`src/rtl/io_timer_intc_pkg.sv`:
```
// Shared definitions for the IO timer / interrupt requester: register map,
// control/status bit positions and handshake FSM encodings.
package io_defs;

    localparam logic [2:0] REG_CTRL   = 3'd0;
    localparam logic [2:0] REG_LOAD   = 3'd1;
    localparam logic [2:0] REG_COUNT  = 3'd2;
    localparam logic [2:0] REG_STATUS = 3'd3;

    localparam int CTRL_EN   = 0;
    localparam int CTRL_AUTO = 1;
    localparam int CTRL_IE   = 2;

    localparam int STAT_PEND = 0;
    localparam int STAT_OVF  = 1;

    localparam logic [1:0] ST_IDLE = 2'd0;
    localparam logic [1:0] ST_REQ  = 2'd1;
    localparam logic [1:0] ST_ACK  = 2'd2;

endpackage

```
`src/rtl/io_timer_intc_if.sv`:
```
// CPU IO-bus view of the timer peripheral: select/strobes, address, data and
// the intr/inta interrupt handshake.
interface io_timer_intc_if;

    logic        io_cs;
    logic        io_rd;
    logic        io_wr;
    logic [31:0] io_address;
    logic [31:0] io_d_in;
    logic [31:0] io_out;
    logic        intr;
    logic        inta;

    modport master (
        output io_cs, io_rd, io_wr, io_address, io_d_in, inta,
        input  io_out, intr
    );

    modport slave (
        input  io_cs, io_rd, io_wr, io_address, io_d_in, inta,
        output io_out, intr
    );

endinterface

```
`src/rtl/io_timer_intc_handshake.sv`:
```
// Interrupt request FSM: raises intr while PEND&IE, clears PEND when the CPU
// acknowledges, and waits for inta to drop before re-requesting.
module io_intr_handshake
    import io_defs::*;
(
    input  logic clk,
    input  logic reset,
    input  logic pend,
    input  logic ie,
    input  logic inta,
    output logic intr,
    output logic ack_clr
);

    logic [1:0] state_q, state_d;
    logic       intr_q;

    always_comb begin
        // NOTE: defaults first so every path assigns every output - no latches.
        state_d = state_q;
        ack_clr = 1'b0;
        case (state_q)
            ST_IDLE: if (pend && ie) state_d = ST_REQ;
            ST_REQ: begin
                if (inta) begin
                    state_d = ST_ACK;
                    ack_clr = 1'b1;
                end else if (!(pend && ie)) begin
                    state_d = ST_IDLE;
                end
            end
            ST_ACK:  if (!inta) state_d = ST_IDLE;
            default: state_d = ST_IDLE;
        endcase
    end

    always_ff @(posedge clk) begin
        // NOTE: non-blocking assignments for all flops so every register samples pre-edge values.
        if (reset) begin
            state_q <= ST_IDLE;
            intr_q  <= 1'b0;
        end else begin
            state_q <= state_d;
            intr_q  <= (state_d == ST_REQ);
        end
    end

    assign intr = intr_q;

endmodule

```
`src/rtl/io_timer_intc.sv`:
```
// Memory-mapped prescaled countdown timer with an interrupt requester feeding
// the CPU intr/inta handshake.
module io_timer_intc
    import io_defs::*;
#(
    parameter int PRESCALE = 4,
    parameter int CNT_W    = 32
) (
    input  logic           clk,
    input  logic           reset,
    io_timer_intc_if.slave bus
);

    localparam int             PW         = (PRESCALE > 1) ? $clog2(PRESCALE) : 1;
    localparam logic [PW-1:0]  PRESC_LAST = PW'(PRESCALE - 1);

    logic [2:0]       ctrl_q, ctrl_d;
    logic [CNT_W-1:0] load_q, load_d, count_q, count_d;
    logic             pend_q, pend_d, ovf_q, ovf_d;
    logic [PW-1:0]    presc_q, presc_d;
    logic [31:0]      rdata;
    logic [2:0]       idx;
    logic             wr_en, rd_en, wr_ctrl, wr_load, wr_count, wr_status;
    logic             tick, expire, ack_clr, intr;
    logic             unused_addr;

    assign idx         = bus.io_address[4:2];
    assign unused_addr = ^{bus.io_address[31:5], bus.io_address[1:0]};
    assign wr_en       = bus.io_cs & bus.io_wr;
    assign rd_en       = bus.io_cs & bus.io_rd;
    assign wr_ctrl     = wr_en && (idx == REG_CTRL);
    assign wr_load     = wr_en && (idx == REG_LOAD);
    assign wr_count    = wr_en && (idx == REG_COUNT);
    assign wr_status   = wr_en && (idx == REG_STATUS);

    // A CPU write to COUNT or CTRL swallows a tick landing in the same cycle.
    assign tick   = ctrl_q[CTRL_EN] && (presc_q == PRESC_LAST) && !(wr_ctrl || wr_count);
    assign expire = tick && (count_q == '0);

    always_comb begin
        presc_d = presc_q + PW'(1);
        if (!ctrl_q[CTRL_EN] || wr_ctrl || wr_count || presc_q == PRESC_LAST) presc_d = '0;

        count_d = count_q;
        if (wr_count) begin
            count_d = bus.io_d_in[CNT_W-1:0];
        end else if (tick) begin
            if (count_q != '0)         count_d = count_q - CNT_W'(1);
            else if (ctrl_q[CTRL_AUTO]) count_d = load_q;
        end

        ctrl_d = ctrl_q;
        if (wr_ctrl)                               ctrl_d = bus.io_d_in[2:0];
        else if (expire && !ctrl_q[CTRL_AUTO])     ctrl_d[CTRL_EN] = 1'b0;

        load_d = wr_load ? bus.io_d_in[CNT_W-1:0] : load_q;

        // Clears first, expiry last: a fresh expiry always leaves PEND set.
        pend_d = pend_q;
        ovf_d  = ovf_q;
        if (wr_status && bus.io_d_in[STAT_PEND]) pend_d = 1'b0;
        if (wr_status && bus.io_d_in[STAT_OVF])  ovf_d  = 1'b0;
        if (ack_clr)                             pend_d = 1'b0;
        if (expire) begin
            pend_d = 1'b1;
            if (pend_q) ovf_d = 1'b1;
        end
    end

    always_comb begin
        rdata = '0;
        if (rd_en) begin
            case (idx)
                REG_CTRL:   rdata = 32'(ctrl_q);
                REG_LOAD:   rdata = 32'(load_q);
                REG_COUNT:  rdata = 32'(count_q);
                REG_STATUS: rdata = 32'({ovf_q, pend_q});
                default:    rdata = '0;
            endcase
        end
    end

    always_ff @(posedge clk) begin
        if (reset) begin
            ctrl_q  <= '0;
            load_q  <= '0;
            count_q <= '0;
            pend_q  <= 1'b0;
            ovf_q   <= 1'b0;
            presc_q <= '0;
        end else begin
            ctrl_q  <= ctrl_d;
            load_q  <= load_d;
            count_q <= count_d;
            pend_q  <= pend_d;
            ovf_q   <= ovf_d;
            presc_q <= presc_d;
        end
    end

    io_intr_handshake u_handshake (
        .clk     (clk),
        .reset   (reset),
        .pend    (pend_q),
        .ie      (ctrl_q[CTRL_IE]),
        .inta    (bus.inta),
        .intr    (intr),
        .ack_clr (ack_clr)
    );

    assign bus.io_out = rdata;
    assign bus.intr   = intr;

endmodule

```
`src/flat_wrapper.sv`:
```
// flat-port wrapper written by rule: the top's interface ports become plain ports
module io_timer_intc_flat import io_defs::*;
#(
    parameter int PRESCALE = 4,
    parameter int CNT_W    = 32
)
  (clk, reset, bus_io_cs, bus_io_rd, bus_io_wr, bus_io_address, bus_io_d_in, bus_inta, bus_io_out, bus_intr);
  io_timer_intc_if bus_i ();
  input  logic clk;
  input  logic reset;
  input wire logic [$bits(bus_i.io_cs)-1:0] bus_io_cs;
  input wire logic [$bits(bus_i.io_rd)-1:0] bus_io_rd;
  input wire logic [$bits(bus_i.io_wr)-1:0] bus_io_wr;
  input wire logic [$bits(bus_i.io_address)-1:0] bus_io_address;
  input wire logic [$bits(bus_i.io_d_in)-1:0] bus_io_d_in;
  input wire logic [$bits(bus_i.inta)-1:0] bus_inta;
  output wire logic [$bits(bus_i.io_out)-1:0] bus_io_out;
  output wire logic [$bits(bus_i.intr)-1:0] bus_intr;
  assign bus_i.io_cs = bus_io_cs;
  assign bus_i.io_rd = bus_io_rd;
  assign bus_i.io_wr = bus_io_wr;
  assign bus_i.io_address = bus_io_address;
  assign bus_i.io_d_in = bus_io_d_in;
  assign bus_i.inta = bus_inta;
  assign bus_io_out = bus_i.io_out;
  assign bus_intr = bus_i.intr;
  io_timer_intc #(.PRESCALE(PRESCALE), .CNT_W(CNT_W)) u_core (.clk(clk), .reset(reset), .bus(bus_i));
endmodule
```
`config.mk`:
```
export PLATFORM = sky130hd
export DESIGN_NAME = io_timer_intc_flat
export DESIGN_NICKNAME = d
export VERILOG_FILES = /design/src/rtl/io_timer_intc_pkg.sv /design/src/rtl/io_timer_intc_if.sv /design/src/rtl/io_timer_intc_handshake.sv /design/src/rtl/io_timer_intc.sv /design/src/flat_wrapper.sv
export SDC_FILE = /design/constraint.sdc
export NUM_CORES = 1
export LEC_CHECK = 0
export ABC_AREA = 0
export CAP_MARGIN = 30
export CELL_PAD_IN_SITES_DETAIL_PLACEMENT = 1
export CELL_PAD_IN_SITES_GLOBAL_PLACEMENT = 1
export CORE_MARGIN = 4
export CORE_UTILIZATION = 39
export DETAILED_ROUTE_END_ITERATION = 10
export PLACE_DENSITY = 0.88
export SLEW_MARGIN = 10
export SYNTH_ARGS = -nofsm -noshare
export SYNTH_HDL_FRONTEND = slang
export SYNTH_SLANG_ARGS = --single-unit
```
`constraint.sdc`:
```
create_clock -name clk -period 7.5 [get_ports clk]
set_clock_uncertainty 0.15 [all_clocks]
set_input_delay 1.5 -clock clk [delete_from_list [all_inputs] [get_ports clk]]
set_output_delay 1.5 -clock clk [all_outputs]
set_load 0.01 [all_outputs]
```
==> results.cfg, run 1 <==
[finish]
drive_above_1_share = 0.0565
fin_cells = 795
final_core_util = 0.501
syn2layout_area_growth_pct = 23.8
nets = 724
num_antenna_cells = 0
nFillCells = 1372
multi_input_area_um2 = 2720
ff_latch_area_um2 = 1480

[global_routing]
antenna_found_initial = 0
grt_first_pass_wirelength_mm = 26.8
overflow = 0
grt_pass1_vias = 5219
grt_max_degree = 66
track_usage = 0.255

[place]
dp_cells = 780
gp_congestion = 0.876
dp_hpwl_mm = 10.9
io_buffers = 73

[power]
sw_frac_of_total = 0.288
power_frac_comb = 0.188
p_seq_frac = 0.394
p_int_mw = 0.733
clockPowerShare = 0.418
powerDensity_nw_per_um2 = 187
leakagePower_nw = 1.87
power_mw = 1.03
p_switching_mw = 0.297
vdd_drop_max_mv = 0.0896

[hold_path]
min_from = u_core.presc_q[0]$_SDFF_PP0_
hold_class = flop to flop
worst_hold_path.endpoint = u_core.presc_q[0]$_SDFF_PP0_
holdPathStages = 1

[logic_synthesis]
avgSynthCellArea_um2 = 7.28
synth_common_cells = nand2_1, nor2_1, dfxtp_1
synth_warnings = 0
ys_seq_area_frac = 0.334
yosysUniqueCellTypes = 58
syn_area_um2 = 4440
synth.top_cells.by_area = dfxtp_1, nand2_1, a22oi_1
syn_inst = 610
synth_top_area_frac = 0.334
synth_fp_nets = 683
ys.flop_type = dfxtp_1
synth_edf_count = 0
async_flop_share = 0
yosys.area.top_type = dfxtp_1
synth.most_common_cell = nand2_1
ys_ff_latch = 74

[sta]
fmax_mhz = 182
slew_headroom = 0.398
worst_pin_slew_ps = 895
rsz0062_at_grt = false
final.period_utilization = 0.733
period_needed_ps = 5500
maxSlewViolCount = 0
hold_ws_ps = 294
setup_viol = 0
tns_ps = 0
timing.final.hold_violations = 0

[route]
vias_per_cell = 6.34
drt_iter0_drc = 424
dr.pass1.iters = 5
wl_per_cell_um = 21.2
ant_nets = 0
drcViolationCount = 0
routed_wl_mm = 16.8
vias = 5042

[clock_tree]
cts_tree = built
clk_latency_ps = 340
cts_hold_buf = 0
path_clk_slew_ps = 60
htreeDepth = 3
post_cts_resized = 0
cts-root-buf = clkbuf_16
post_cts_buffers = 0
cts_buffers = 9
clock-sinks = 74
clock_path_buffers = 2

[worst_setup_path]
r2r_setup_slack_ps = 3930
critPathKind = primary input to output port
critPathCaptureType = output port
cp-start-kind = primary input
reg2reg_to = u_core.count_q[31]$_SDFFE_PP0P_
r2r_cells = 6
critPathRequiredTime_ps = 5850
cp_max_fo = 31
arrival_ps = 3850
r2r_start = u_core.count_q[9]$_SDFFE_PP0P_

[outcome]
status = completed

[floorplan]
start_util = 0.404
die_h_um = 115
rows = 38
core_um2 = 11000
dieArea_um2 = 13200
die_x_um = 115
io_pins = 103

[job]
cap_violations = 0
## worst max-delay path, stage by stage
cell,delay [ps]
clkdlybuf4s50_1,760
nor3b_2,240
buf_4,420
a22oi_1,210
nor2_1,140
clkdlybuf4s50_1,560
## sequential cells by signal (all words and copies together), names as in the netlist
register                    cells
u_core.u_handshake.intr         1
u_core.pend_q                   1
u_core.ctrl_q                   3
u_core.presc_q                  2
u_core.load_q                  32
u_core.u_handshake.state_q      2
u_core.count_q                 32
u_core.ovf_q                    1
## metal layers
| metal | track usage | wire length [um] | share of wire | vias to the layer above |
|---|---|---|---|---|
| met3 | 0.0418 | 1230 | 0.073 | 40 |
| met2 | 0.435 | 8400 | 0.50 | 216 |
| met4 | 0.103 | 370 | 0.022 | 0 |
| li1 | - | - | - | 2301 |
| met5 | 0 | 0 | 0 | - |
| met1 | 0.321 | 6820 | 0.41 | 2485 |
## per-stage QoR
step / worst slack [ps] / area, um^2
finish: 2000 / 5500
global route: 1880 / 5500
CTS: 2060 / 5500
detailed placement: 2080 / 5210
global placement: 2180 / 5210
floorplan: 2810 / 4440
## cell families (layout without fill, tap and decap cells)
logic type               after synthesis  in the layout  share of synthesized area
buffers and inverters                 61            106                     0.0563
adder cells (fa/ha/maj)                3              3                    0.00845
flip-flops                            74             74                      0.334
AO/OA/AOI/OAI                        166            166                      0.243
multiplexers                           4              4                     0.0149
XOR/XNOR                              15             15                     0.0296
AND/OR/NAND/NOR                      287            287                      0.314
## power by group through the flow
stage          logic (mW)  registers (mW)  clock network [mW]
6_report            0.194           0.405               0.431
5_1_grt             0.210           0.406               0.450
4_1_cts             0.191           0.405               0.434
3_5_place_dp        0.187           0.414                   0
3_3_place_gp        0.180           0.413                   0
2_1_floorplan       0.126           0.410                   0
## how the worst max path moves through the flow
stage,end,cells past startpoint,slack (ps),startpoint
6_report,bus_io_out[19],6,2000,bus_io_address[2]
3_3_place_gp,bus_io_out[19],7,2180,bus_io_address[3]
4_1_cts,bus_io_out[19],6,2060,bus_io_address[2]
5_1_grt,bus_io_out[19],6,1880,bus_io_address[2]
3_5_place_dp,bus_io_out[19],6,2080,bus_io_address[2]
2_1_floorplan,bus_io_out[21],6,2810,bus_io_address[2]
## cells in the final DEF (no fill, tap or decap), types with 12 or more instances in the layout
| cell | Yosys | layout |
|---|---|---|
| nand2_1 | 100 | 100 |
| nor2_1 | 76 | 75 |
| dfxtp_1 | 74 | 74 |
| clkdlybuf4s50_1 | 0 | 72 |
| a21oi_1 | 50 | 50 |
| a22oi_1 | 41 | 41 |
| nor4_1 | 19 | 19 |
| nand3_1 | 17 | 17 |
| o21ai_1 | 15 | 15 |
| or4_1 | 12 | 12 |
| a31oi_1 | 12 | 12 |
| buf_4 | 0 | 12 |
## layout make-up
| cell class | instances | area share |
|---|---|---|
| repair buffers | 86 | 0.149 |
| flip-flops and latches | 74 | 0.269 |
| inverters | 5 | 0.00341 |
| multi-input cells | 475 | 0.494 |
| well taps | 140 | 0.0318 |
| clock inverters | 3 | 0.00728 |
| clock buffers | 12 | 0.0448 |
Power figures use the tool's default switching activity.
==> run 2: changes to the inputs <==
--- a/config.mk
+++ b/config.mk
@@ -10,9 +10,9 @@
 export CELL_PAD_IN_SITES_DETAIL_PLACEMENT = 1
 export CELL_PAD_IN_SITES_GLOBAL_PLACEMENT = 1
 export CORE_MARGIN = 4
-export CORE_UTILIZATION = 39
+export CORE_UTILIZATION = 33
 export DETAILED_ROUTE_END_ITERATION = 10
-export PLACE_DENSITY = 0.88
+export PLACE_DENSITY = 0.8
 export SLEW_MARGIN = 10
 export SYNTH_ARGS = -nofsm -noshare
 export SYNTH_HDL_FRONTEND = slang
==> constraint.sdc (replaced) <==
create_clock -name clk -period 5 [get_ports clk]
set_clock_uncertainty 0.15 [all_clocks]
set_input_delay 1 -clock clk [delete_from_list [all_inputs] [get_ports clk]]
set_output_delay 1 -clock clk [all_outputs]
set_load 0.01 [all_outputs]
==> results.cfg, run 2 (same netlist as run 1, synthesis figures left out) <==
[outcome]
status = completed

[job]
cap_violations = 0

[clock_tree]
cts_buffers = 9
cts-root-buf = clkbuf_16
clk_latency_ps = 350
path_clk_slew_ps = 60
clock_path_buffers = 2
cts_tree = built
clock-sinks = 74
cts_hold_buf = 0
post_cts_resized = 0
post_cts_buffers = 0
htreeDepth = 3

[global_routing]
grt_max_degree = 37
overflow = 0
grt_pass1_vias = 5105
grt_first_pass_wirelength_mm = 27.0
antenna_found_initial = 0
track_usage = 0.226

[route]
routed_wl_mm = 16.9
vias = 5030
wl_per_cell_um = 20.2
dr.pass1.iters = 5
vias_per_cell = 6.02
drcViolationCount = 0
ant_nets = 0
drt_iter0_drc = 344

[finish]
final_core_util = 0.428
reg_top3 = u_core.count_q x32, u_core.load_q x32, u_core.ctrl_q x3
nFillCells = 1616
syn2layout_area_growth_pct = 27.2
layout_common_cells = nand2_1, nor2_1, dfxtp_1, clkdlybuf4s50_1, a21oi_1
layout_commonest_cell = nand2_1
num_antenna_cells = 0
nets = 728
drive_above_1_share = 0.0682

[place]
io_buffers = 73
dp_hpwl_mm = 11.4
gp_congestion = 0.860

[floorplan]
start_util = 0.337
core_um2 = 13200
die_h_um = 124
rows = 42
dieArea_um2 = 15400
io_pins = 103
die_x_um = 124

[sta]
maxSlewViolCount = 0
slew_headroom = 0.426
tns_ps = 0
period_needed_ps = 4440
worst_pin_slew_ps = 853
fmax_mhz = 225
hold_ws_ps = 286
timing.final.hold_violations = 0
rsz0062_at_grt = false
final.period_utilization = 0.888
setup_viol = 0

[worst_setup_path]
cp_max_fo = 29
cp-start-kind = primary input
critPathKind = primary input to output port
arrival_ps = 3290
critPathCaptureType = output port
critPathRequiredTime_ps = 3850

[hold_path]
hold_class = flop to flop

[power]
leakagePower_nw = 1.93
powerDensity_nw_per_um2 = 297
vdd_drop_max_mv = 0.145
[run 2: cell types whose count changed in the layout (fill, tap and decap cells not counted), sizes merged]
cell / before / now
bufinv: 1 / 3
buf: 14 / 18
clkbuf: 12 / 11
[run 2: worst max-delay path: stages]
cell             delay (ps)
clkdlybuf4s50_1         760
nand2b_1                170
nor2_2                  110
buf_4                   370
a22oi_1                 190
nor2_1                  130
clkdlybuf4s50_1         540
[run 2: layer usage]
metal | track usage | vias to the layer above | wire (um)
met3 | 0.0345 | 29 | 969
met4 | 0.0883 | 0 | 373
met2 | 0.389 | 160 | 8140
li1 | - | 2315 | -
met1 | 0.284 | 2526 | 7370
met5 | 0 | - | 0
[run 2: where the power goes]
part           total, mW  switching [mW]  internal [mW]
sequential         0.608          0.0108          0.597
combinational      0.290           0.183          0.107
clock              0.782           0.269          0.513
[run 2: stage by stage]
step | setup slack [ps] | power [mW] | std cells | cell area [um^2]
after floorplan | 1310 | 0.804 | 610 | 4440
final | 560 | 1.68 | 836 | 5650
after global placement | 665 | 0.896 | 819 | 5290
after detailed placement | 619 | 0.907 | 820 | 5300
after CTS | 552 | 1.69 | 836 | 5650
after global routing | 397 | 1.74 | 836 | 5650
[run 2: final cells by class]
class                      instances  area (um^2)  area share
clock inverter                     5          100      0.0177
sequential                        74         1480       0.262
timing repair buffer              90          853       0.151
clock buffer                      11          253      0.0447
multi-input combinational        475         2720       0.482
tap                              176          220      0.0390
inverter                           5         18.8     0.00332
[run 2: path summary, 6_finish.rpt]
| path | start | end | slack, ps | cells past startpoint |
|---|---|---|---|---|
| worst max-delay path | bus_io_address[3] | bus_io_out[18] | 560 | 7 |
| worst min-delay path | u_core.presc_q[0]$_SDFF_PP0_ | u_core.presc_q[0]$_SDFF_PP0_ | 290 | 1 |
| worst max register to register | u_core.count_q[24]$_SDFFE_PP0P_ | u_core.count_q[27]$_SDFFE_PP0P_ | 1470 | 7 |
| worst min register to register | u_core.presc_q[0]$_SDFF_PP0_ | u_core.presc_q[0]$_SDFF_PP0_ | 290 | 1 |
==> run 3: changes to the inputs <==
--- a/config.mk
+++ b/config.mk
@@ -10,9 +10,9 @@
 export CELL_PAD_IN_SITES_DETAIL_PLACEMENT = 1
 export CELL_PAD_IN_SITES_GLOBAL_PLACEMENT = 1
 export CORE_MARGIN = 4
-export CORE_UTILIZATION = 33
+export CORE_UTILIZATION = 36
 export DETAILED_ROUTE_END_ITERATION = 10
-export PLACE_DENSITY = 0.8
+export PLACE_DENSITY = 0.82
 export SLEW_MARGIN = 10
 export SYNTH_ARGS = -nofsm -noshare
 export SYNTH_HDL_FRONTEND = slang
==> constraint.sdc (replaced) <==
create_clock -name clk -period 4.7 [get_ports clk]
set_clock_uncertainty 0.15 [all_clocks]
set_input_delay 0.94 -clock clk [delete_from_list [all_inputs] [get_ports clk]]
set_output_delay 0.94 -clock clk [all_outputs]
set_load 0.01 [all_outputs]
==> results.cfg, run 3 (same netlist as run 1, synthesis figures left out) <==
[place]
io_buffers = 73
gp_congestion = 0.876
dp_hpwl_mm = 11.0
pre_cts_ws_ps = 436

[clock_tree]
htreeDepth = 3
clk_latency_ps = 340
cts_hold_buf = 0
clock-sinks = 74
post_cts_resized = 0
cts_buffers = 9
path_clk_slew_ps = 60
post_cts_buffers = 0
clock_path_buffers = 2
cts_tree = built
cts-root-buf = clkbuf_16

[route]
vias = 4961
wl_per_cell_um = 20.2
drt_iter0_drc = 367
routed_wl_mm = 16.7
drcViolationCount = 0
dr.pass1.iters = 5
vias_per_cell = 6.01
ant_nets = 0

[power]
sw_frac_of_total = 0.297
clockPowerShare = 0.415
p_switching_mw = 0.485
powerDensity_nw_per_um2 = 294
p_seq_frac = 0.395
power_mw = 1.64
vdd_drop_max_mv = 0.122
leakagePower_nw = 1.89
p_int_mw = 1.15
power_frac_comb = 0.190

[job]
cap_violations = 0

[finish]
reg_top3 = u_core.count_q x32, u_core.load_q x32, u_core.ctrl_q x3
drive_above_1_share = 0.0609
nets = 725
nFillCells = 1510
multi_input_area_um2 = 2720
layout_common_cells = nand2_1, nor2_1, dfxtp_1, clkdlybuf4s50_1, a21oi_1
layout_commonest_cell = nand2_1
ff_latch_area_um2 = 1480
syn2layout_area_growth_pct = 25.5
num_antenna_cells = 0

[worst_setup_path]
critPathCaptureType = output port
reg2reg_to = u_core.count_q[27]$_SDFFE_PP0P_
critPathRequiredTime_ps = 3610
arrival_ps = 3150
cp_max_fo = 29
cp-start-kind = primary input
r2r_start = u_core.count_q[4]$_SDFFE_PP0P_
r2r_setup_slack_ps = 1200
r2r_cells = 6
critPathKind = primary input to output port

[global_routing]
overflow = 0
grt_first_pass_wirelength_mm = 27.4
grt_max_degree = 41
antenna_found_initial = 0
grt_pass1_vias = 5333
track_usage = 0.238

[floorplan]
rows = 40
die_x_um = 119
start_util = 0.368
core_um2 = 12100
io_pins = 103
die_h_um = 119
dieArea_um2 = 14200

[sta]
fmax_mhz = 236
rsz0062_at_grt = false
maxSlewViolCount = 0
final.period_utilization = 0.901
fin_ws_ps = 464
period_needed_ps = 4240
tns_ps = 0
slew_headroom = 0.439
worst_pin_slew_ps = 840
timing.final.hold_violations = 0
setup_viol = 0

[hold_path]
min_from = u_core.presc_q[0]$_SDFF_PP0_
holdPathStages = 1
hold_class = flop to flop
worst_hold_path.endpoint = u_core.presc_q[0]$_SDFF_PP0_

[outcome]
status = completed
==> run 3: power by group through the flow <==
stage,Sequential [mW],Clock [mW],Combinational [mW]
6_report,0.647,0.678,0.311
5_1_grt,0.648,0.706,0.341
4_1_cts,0.646,0.681,0.308
3_5_place_dp,0.660,0,0.304
3_3_place_gp,0.659,0,0.293
2_1_floorplan,0.654,0,0.201
==> run 3: cell type report <==
cell class                 instances  share of cell area
clock inverter                     2             0.00180
timing repair buffer              87               0.154
tap                              168              0.0377
inverter                           5             0.00337
multi-input combinational        475               0.489
sequential                        74               0.266
clock buffer                      14              0.0492
==> run 3: worst max path at each step <==
| stage | startpoint | to | slack, ps | cells after the start |
|---|---|---|---|---|
| after floorplan | bus_io_address[2] | bus_io_out[21] | 1130 | 6 |
| after global placement | bus_io_address[3] | bus_io_out[3] | 610 | 7 |
| after detailed placement | bus_io_address[3] | bus_io_out[3] | 440 | 7 |
| after CTS | bus_io_address[3] | bus_io_out[3] | 410 | 7 |
| after global routing | bus_io_address[3] | bus_io_out[3] | 340 | 7 |
| final | bus_io_address[3] | bus_io_out[3] | 460 | 7 |
==> run 3: layer usage <==
| layer | vias up | wire length [um] | GRT usage |
|---|---|---|---|
| met5 | - | 0 | 0 |
| met3 | 31 | 893 | 0.0389 |
| li1 | 2307 | - | - |
| met2 | 147 | 8270 | 0.408 |
| met4 | 0 | 391 | 0.112 |
| met1 | 2476 | 7120 | 0.291 |
==> run 3: critical path: stages <==
cell	delay (ps)
clkdlybuf4s50_1	790
nand2b_1	170
nor2_2	180
buf_12	220
a22oi_1	150
nor2_1	130
clkdlybuf4s50_1	550
==> run 3: stage by stage <==
step	instances	util	area (um^2)	hold WS [ps]
finish	825	0.462	5570	300
global route	825	0.462	5570	332
CTS	825	0.462	5570	304
detailed placement	809	0.438	5290	295
global placement	808	0.438	5280	262
floorplan	610	-	4440	254
